==> src/rtl/seq_multiplier.sv <==
// seq_multiplier: radix-2 shift-add multiplier with valid/ready on both sides.
// Operands are reduced to magnitudes on accept. The unsigned magnitude product
// is accumulated one multiplier bit per cycle, and the sign is applied when the
// last iteration completes.
// Optional feature macro: SEQ_MULT_EARLY_TERM_EN. When it is defined, BUSY ends
// as soon as the remaining multiplier bits are all zero. When it is undefined,
// the latency is always WIDTH cycles.
module seq_multiplier #(
   parameter int WIDTH  = 8,
   parameter int SIGNED = 0
) (
   input  logic                 clk,
   input  logic                 rst,
   input  logic [WIDTH-1:0]     A,
   input  logic [WIDTH-1:0]     B,
   input  logic                 in_valid,
   output logic                 in_ready,
   output logic [2*WIDTH-1:0]   P,
   output logic                 out_valid,
   input  logic                 out_ready
);

   // Handshake: a transfer happens on a rising edge where valid and ready are
   // both 1. in_ready is 1 only in IDLE. out_valid is 1 only in DONE.
   // P stays stable until the out_valid/out_ready transfer. Reset overrides
   // both handshakes.

   localparam int             CW       = $clog2(WIDTH + 1);
   localparam logic [CW-1:0]  CNT_LAST = CW'(WIDTH - 1);

   typedef enum logic [1:0] {
      IDLE = 2'd0,
      BUSY = 2'd1,
      DONE = 2'd2
   } state_t;

   state_t               r_state;
   state_t               w_state_next;
   logic [CW-1:0]        r_cnt;
   logic [2*WIDTH-1:0]   r_mcand;
   logic [WIDTH-1:0]     r_mplier;
   logic [2*WIDTH-1:0]   r_acc;
   logic                 r_neg;
   logic [2*WIDTH-1:0]   r_p;

   logic                 w_accept;
   logic                 w_last;
   logic                 w_a_neg;
   logic                 w_b_neg;
   logic [WIDTH-1:0]     w_a_mag;
   logic [WIDTH-1:0]     w_b_mag;
   logic [2*WIDTH-1:0]   w_add;
   logic [2*WIDTH-1:0]   w_acc_next;

   // Operand magnitudes. The most negative value maps to 2**(WIDTH-1) as unsigned.
   assign w_a_neg    = (SIGNED != 0) && A[WIDTH-1];
   assign w_b_neg    = (SIGNED != 0) && B[WIDTH-1];
   assign w_a_mag    = w_a_neg ? -A : A;
   assign w_b_mag    = w_b_neg ? -B : B;

   assign w_accept   = in_valid && (r_state == IDLE);
   assign w_add      = r_mplier[0] ? r_mcand : '0;
   assign w_acc_next = r_acc + w_add;

`ifdef SEQ_MULT_EARLY_TERM_EN
   assign w_last     = (r_mplier[WIDTH-1:1] == '0) || (r_cnt == CNT_LAST);
`else
   assign w_last     = (r_cnt == CNT_LAST);
`endif

   // State register
   always_ff @(posedge clk) begin
      if (rst) r_state <= IDLE;
      else     r_state <= w_state_next;
   end

   // Next-state and handshake outputs
   always_comb begin
      w_state_next = r_state;
      in_ready     = 1'b0;
      out_valid    = 1'b0;
      case (r_state)
         IDLE: begin
            in_ready = 1'b1;
            if (in_valid) w_state_next = BUSY;
         end
         BUSY: begin
            if (w_last) w_state_next = DONE;
         end
         DONE: begin
            out_valid = 1'b1;
            if (out_ready) w_state_next = IDLE;
         end
         default: w_state_next = IDLE;
      endcase
   end

   // Datapath: capture on accept, one shift-add per BUSY cycle, publish P on the last iteration
   always_ff @(posedge clk) begin
      if (rst) begin
         r_cnt    <= '0;
         r_mcand  <= '0;
         r_mplier <= '0;
         r_acc    <= '0;
         r_neg    <= 1'b0;
         r_p      <= '0;
      end else if (w_accept) begin
         r_cnt    <= '0;
         r_mcand  <= {{WIDTH{1'b0}}, w_a_mag};
         r_mplier <= w_b_mag;
         r_acc    <= '0;
         r_neg    <= w_a_neg ^ w_b_neg;
      end else if (r_state == BUSY) begin
         r_cnt    <= r_cnt + CW'(1);
         r_mcand  <= r_mcand << 1;
         r_mplier <= r_mplier >> 1;
         r_acc    <= w_acc_next;
         if (w_last) r_p <= r_neg ? -w_acc_next : w_acc_next;
      end
   end

   assign P = r_p;

endmodule

==> config.mk <==
export PLATFORM = sky130hd
export DESIGN_NAME = seq_multiplier
export DESIGN_NICKNAME = d
export VERILOG_FILES = /design/src/rtl/seq_multiplier.sv
export SDC_FILE = /design/constraint.sdc
export NUM_CORES = 1
export LEC_CHECK = 0
export ABC_AREA = 1
export CORE_MARGIN = 2
export CORE_UTILIZATION = 57
export DETAILED_ROUTE_END_ITERATION = 10
export HOLD_SLACK_MARGIN = 0.08
export PLACE_DENSITY = 0.8
export SKIP_CTS_REPAIR_TIMING = 1
export SLEW_MARGIN = 15
export SYNTH_ARGS = -nofsm -noshare
export SYNTH_HDL_FRONTEND = slang
export SYNTH_SLANG_ARGS = --single-unit
==> constraint.sdc <==
create_clock -name clk -period 3.3 [get_ports clk]
set_clock_uncertainty 0.2 [all_clocks]
set_input_delay 0.33 -clock clk [delete_from_list [all_inputs] [get_ports clk]]
set_output_delay 0.33 -clock clk [all_outputs]
set_load 0.03 [all_outputs]
==> flow_summary.yaml <==
critical_path:
  cp_top_family: "simple AND/OR/NAND/NOR gates"
  critical_path.max_fanout: 17
  cp-end-kind: "register"
  worstPathCellList: "nand2_1 > inv_1 > ha_1 > fa_1 > nand2_1 > nand2_1 > nand3b_1 > nand2_1 > nand2_1 > nand2_1 > nand2_1 > nand3_1 > nand2_1 > inv_1"
  slowest_stage: "dfxtp_1"
  worstReg2RegEnd: "P[10]"
  cp.depth: 14
  critPathLaunchType: "register"
  cp_common_cell: "nand2_1"
  timing.rr.start: "r_mplier[0]"
  r2r_setup_slack_ns: 0.85
  worstRegToRegCells: 14
  crit_buf_inv: 2
  cpPeakStageDelay_ns: 0.50
  crit_arrival_ns: 2.51
  crit_required_ns: 3.35
  critPathKind: "reg -> reg"
synthesis:
  async_reset_ff_share_pct: 0
  synth.distinct_cells: 37
  synth_area_leaders: "dfxtp_1 (35%), nand2_1 (18%), inv_1 (8.8%)"
  synth_edf_count: 0
  syn_avg_cell_area_sq_um: 6.679
  ys_ff_latch: 62
  synthCells: 536
  syn-num-nets: 573
  synthFlopType: "dfxtp_1"
  synth-seq-area-share_pct: 34.67
  yosysMostFrequentCell: "nand2_1"
  netlist_top_cells_count: "nand2_1 (168), inv_1 (84), dfxtp_1 (62), nor2_1 (52), nand3_1 (34)"
  yosys.area.top_type: "dfxtp_1"
  syn-cell-area_sq_um: 3580
  yosys_warnings: 0
  post-synth-top-area-fraction_pct: 34.67
sta:
  relSlewSlack_pct: 55.28
  min_period_over_period_pct: 74.39
  tightest_slew_ns: 0.6687
  fmax_ghz: 0.4074
  post-route-worst-setup-slack_ns: 0.8452
  finalCriticalPeriod_ns: 2.455
  rsz0062_at_grt: "false"
  finalSetupTns_ns: 0
  hold_viol: 0
  slew_viol_final: 0
  setup_viol: 0
global_routing:
  antenna_found_initial: 0
  grt_start_max_net_pins: 39
  first_global_vias: 3217
  grt_pass1_wl_um: 13780
  grt_use_total_pct: 24.01
  grt.overflow.total: 0
pwr:
  leakagePower_nw: 2.042
  ir_drop_v: 0.0003312
  p_per_area_nw_per_um2: 403.0
clock_tree:
  clk_latency_ns: 0.35
  cts_sinks: 62
  cts_htree_levels: 3
  root_buffer: "clkbuf_8"
  cts_tree: "yes"
  clockBufferDepth: 2
  cts.clk_slew.worst_paths_ns: 0.07
  cts_buffers: 9
min_path:
  min_path_cells: 2
  hp-class: "reg -> reg"
  min_from: "r_mplier[7]"
  hold-path-endpoint: "r_mplier[7]"
routing:
  route.detailed.drc: 0
  wl_per_cell_um: 12.18
  vias: 3373
  ant_nets: 0
  drtIter0Drc: 205
  vias_per_cell: 5.197
  drtPass1Iterations: 7
  route.final.wire_length_um: 7905
final_layout:
  fin_area_sq_um: 4148
  fin_nets: 606
  drive_gt1_share_pct: 9.756
  diodes: 0
  fin_cells: 649
  fin_util_pct: 69.24
  area_growth_pct: 15.87
  nFillCells: 502
placed_design:
  hpwl_um: 5728
  io_buffers: 37
  place_inst: 633
  placed_cell_area_sq_um: 3948
  gp_congestion: 0.8843
  dp_slack_ns: 0.8959
floorplanning:
  die_w_um: 83.25
  core_area_sq_um: 5991
  rows: 28
  ios: 38
  initial_core_util_pct: 59.75
  die-area_sq_um: 6930
  dieHeight_um: 83.25
run:
  cap_violations: 0
run_status:
  run_status: "finished, final reports clean"
flip-flops by register name, summed over array words and instances, names as in the netlist:
| signal | count |
|---|---|
| r_acc | 16 |
| r_cnt | 4 |
| P | 16 |
| r_mplier | 8 |
| r_state | 2 |
| r_mcand | 16 |
layout by cell type, fill, tap and decap left out, types with 2 or more instances in the layout:
cell type        synthesis  routed
nand2_1                168     168
inv_1                   84      84
dfxtp_1                 62      62
nor2_1                  52      52
clkdlybuf4s50_1          0      37
nand3_1                 34      34
a21oi_1                 25      25
nand2_2                 18      18
ha_1                    16      16
clkbuf_8                 0      11
o21ai_0                  8       8
a31oi_2                  8       8
o211ai_1                 6       6
a31oi_1                  6       6
clkinv_2                 1       4
nor3_1                   4       4
inv_2                    3       3
nand3b_1                 3       3
buf_4                    2       3
nor2_4                   2       2
xor2_1                   2       2
xnor2_1                  2       2
a21oi_2                  2       2
worst max path at each step:
stage / endpoint / slack [ns] / from
after CTS: P[10] / 0.86 / r_mplier[0]
after global placement: P[12] / 0.97 / r_mplier[0]
after global routing: P[14] / 0.64 / r_mplier[0]
final: P[10] / 0.85 / r_mplier[0]
after floorplan: P[12] / 1.03 / r_mplier[0]
after detailed placement: P[10] / 0.90 / r_mplier[0]
layer usage:
layer / vias up / global-route usage (%) / wire length, um
met5: - / 0 / 0
met4: 0 / 7.004 / 127
met3: 15 / 6.262 / 416
met2: 85 / 39.74 / 3563
met1: 1539 / 30.80 / 3797
li1: 1734 / - / -
cell type report:
cell class	count	area, sq um	share of cell area (%)
inverters	88	331.6	7.994
flip-flops and latches	62	1241	29.92
repair buffers	40	392.9	9.472
multi-input cells	368	1888	45.52
clock inverters	4	45.04	1.086
well taps	75	93.84	2.262
clock buffers	12	155.1	3.741
cell families after synthesis:
| group | Yosys count | share of synthesized area [%] |
|---|---|---|
| buffers and inverters | 106 | 12.58 |
| adder cells (fa/ha/maj) | 17 | 6.152 |
| XOR/XNOR | 4 | 0.9789 |
| AND/OR/NAND/NOR | 290 | 34.99 |
| flip-flops | 62 | 34.67 |
| AO/OA/AOI/OAI | 57 | 10.63 |
metrics by stage:
| step | hold slack, ns | total power [W] |
|---|---|---|
| CTS | 0.2728 | 0.001682 |
| floorplan | 0.2411 | 0.0009527 |
| global route | 0.2912 | 0.001737 |
| finish | 0.2686 | 0.001672 |
| global placement | 0.2554 | 0.0009986 |
| detailed placement | 0.2623 | 0.001004 |
worst min-delay path: cells and delay by family (launching register included):
| family | cells | cell delay, ns |
|---|---|---|
| DFF | 1 | 0.32 |
| and+or+nand+nor | 1 | 0.07 |
| AOI/OAI and AO/OA | 1 | 0.04 |
power breakdown:
part	total (W)	switching (W)	leakage, nW	internal, W
registers	0.000800	0.0000250	0.504	0.000775
clock network	0.000681	0.000295	0.106	0.000386
logic	0.000191	0.000116	1.43	0.0000754
total	0.00167	0.000435	2.04	0.00124
(Power assumes the default switching activity.)
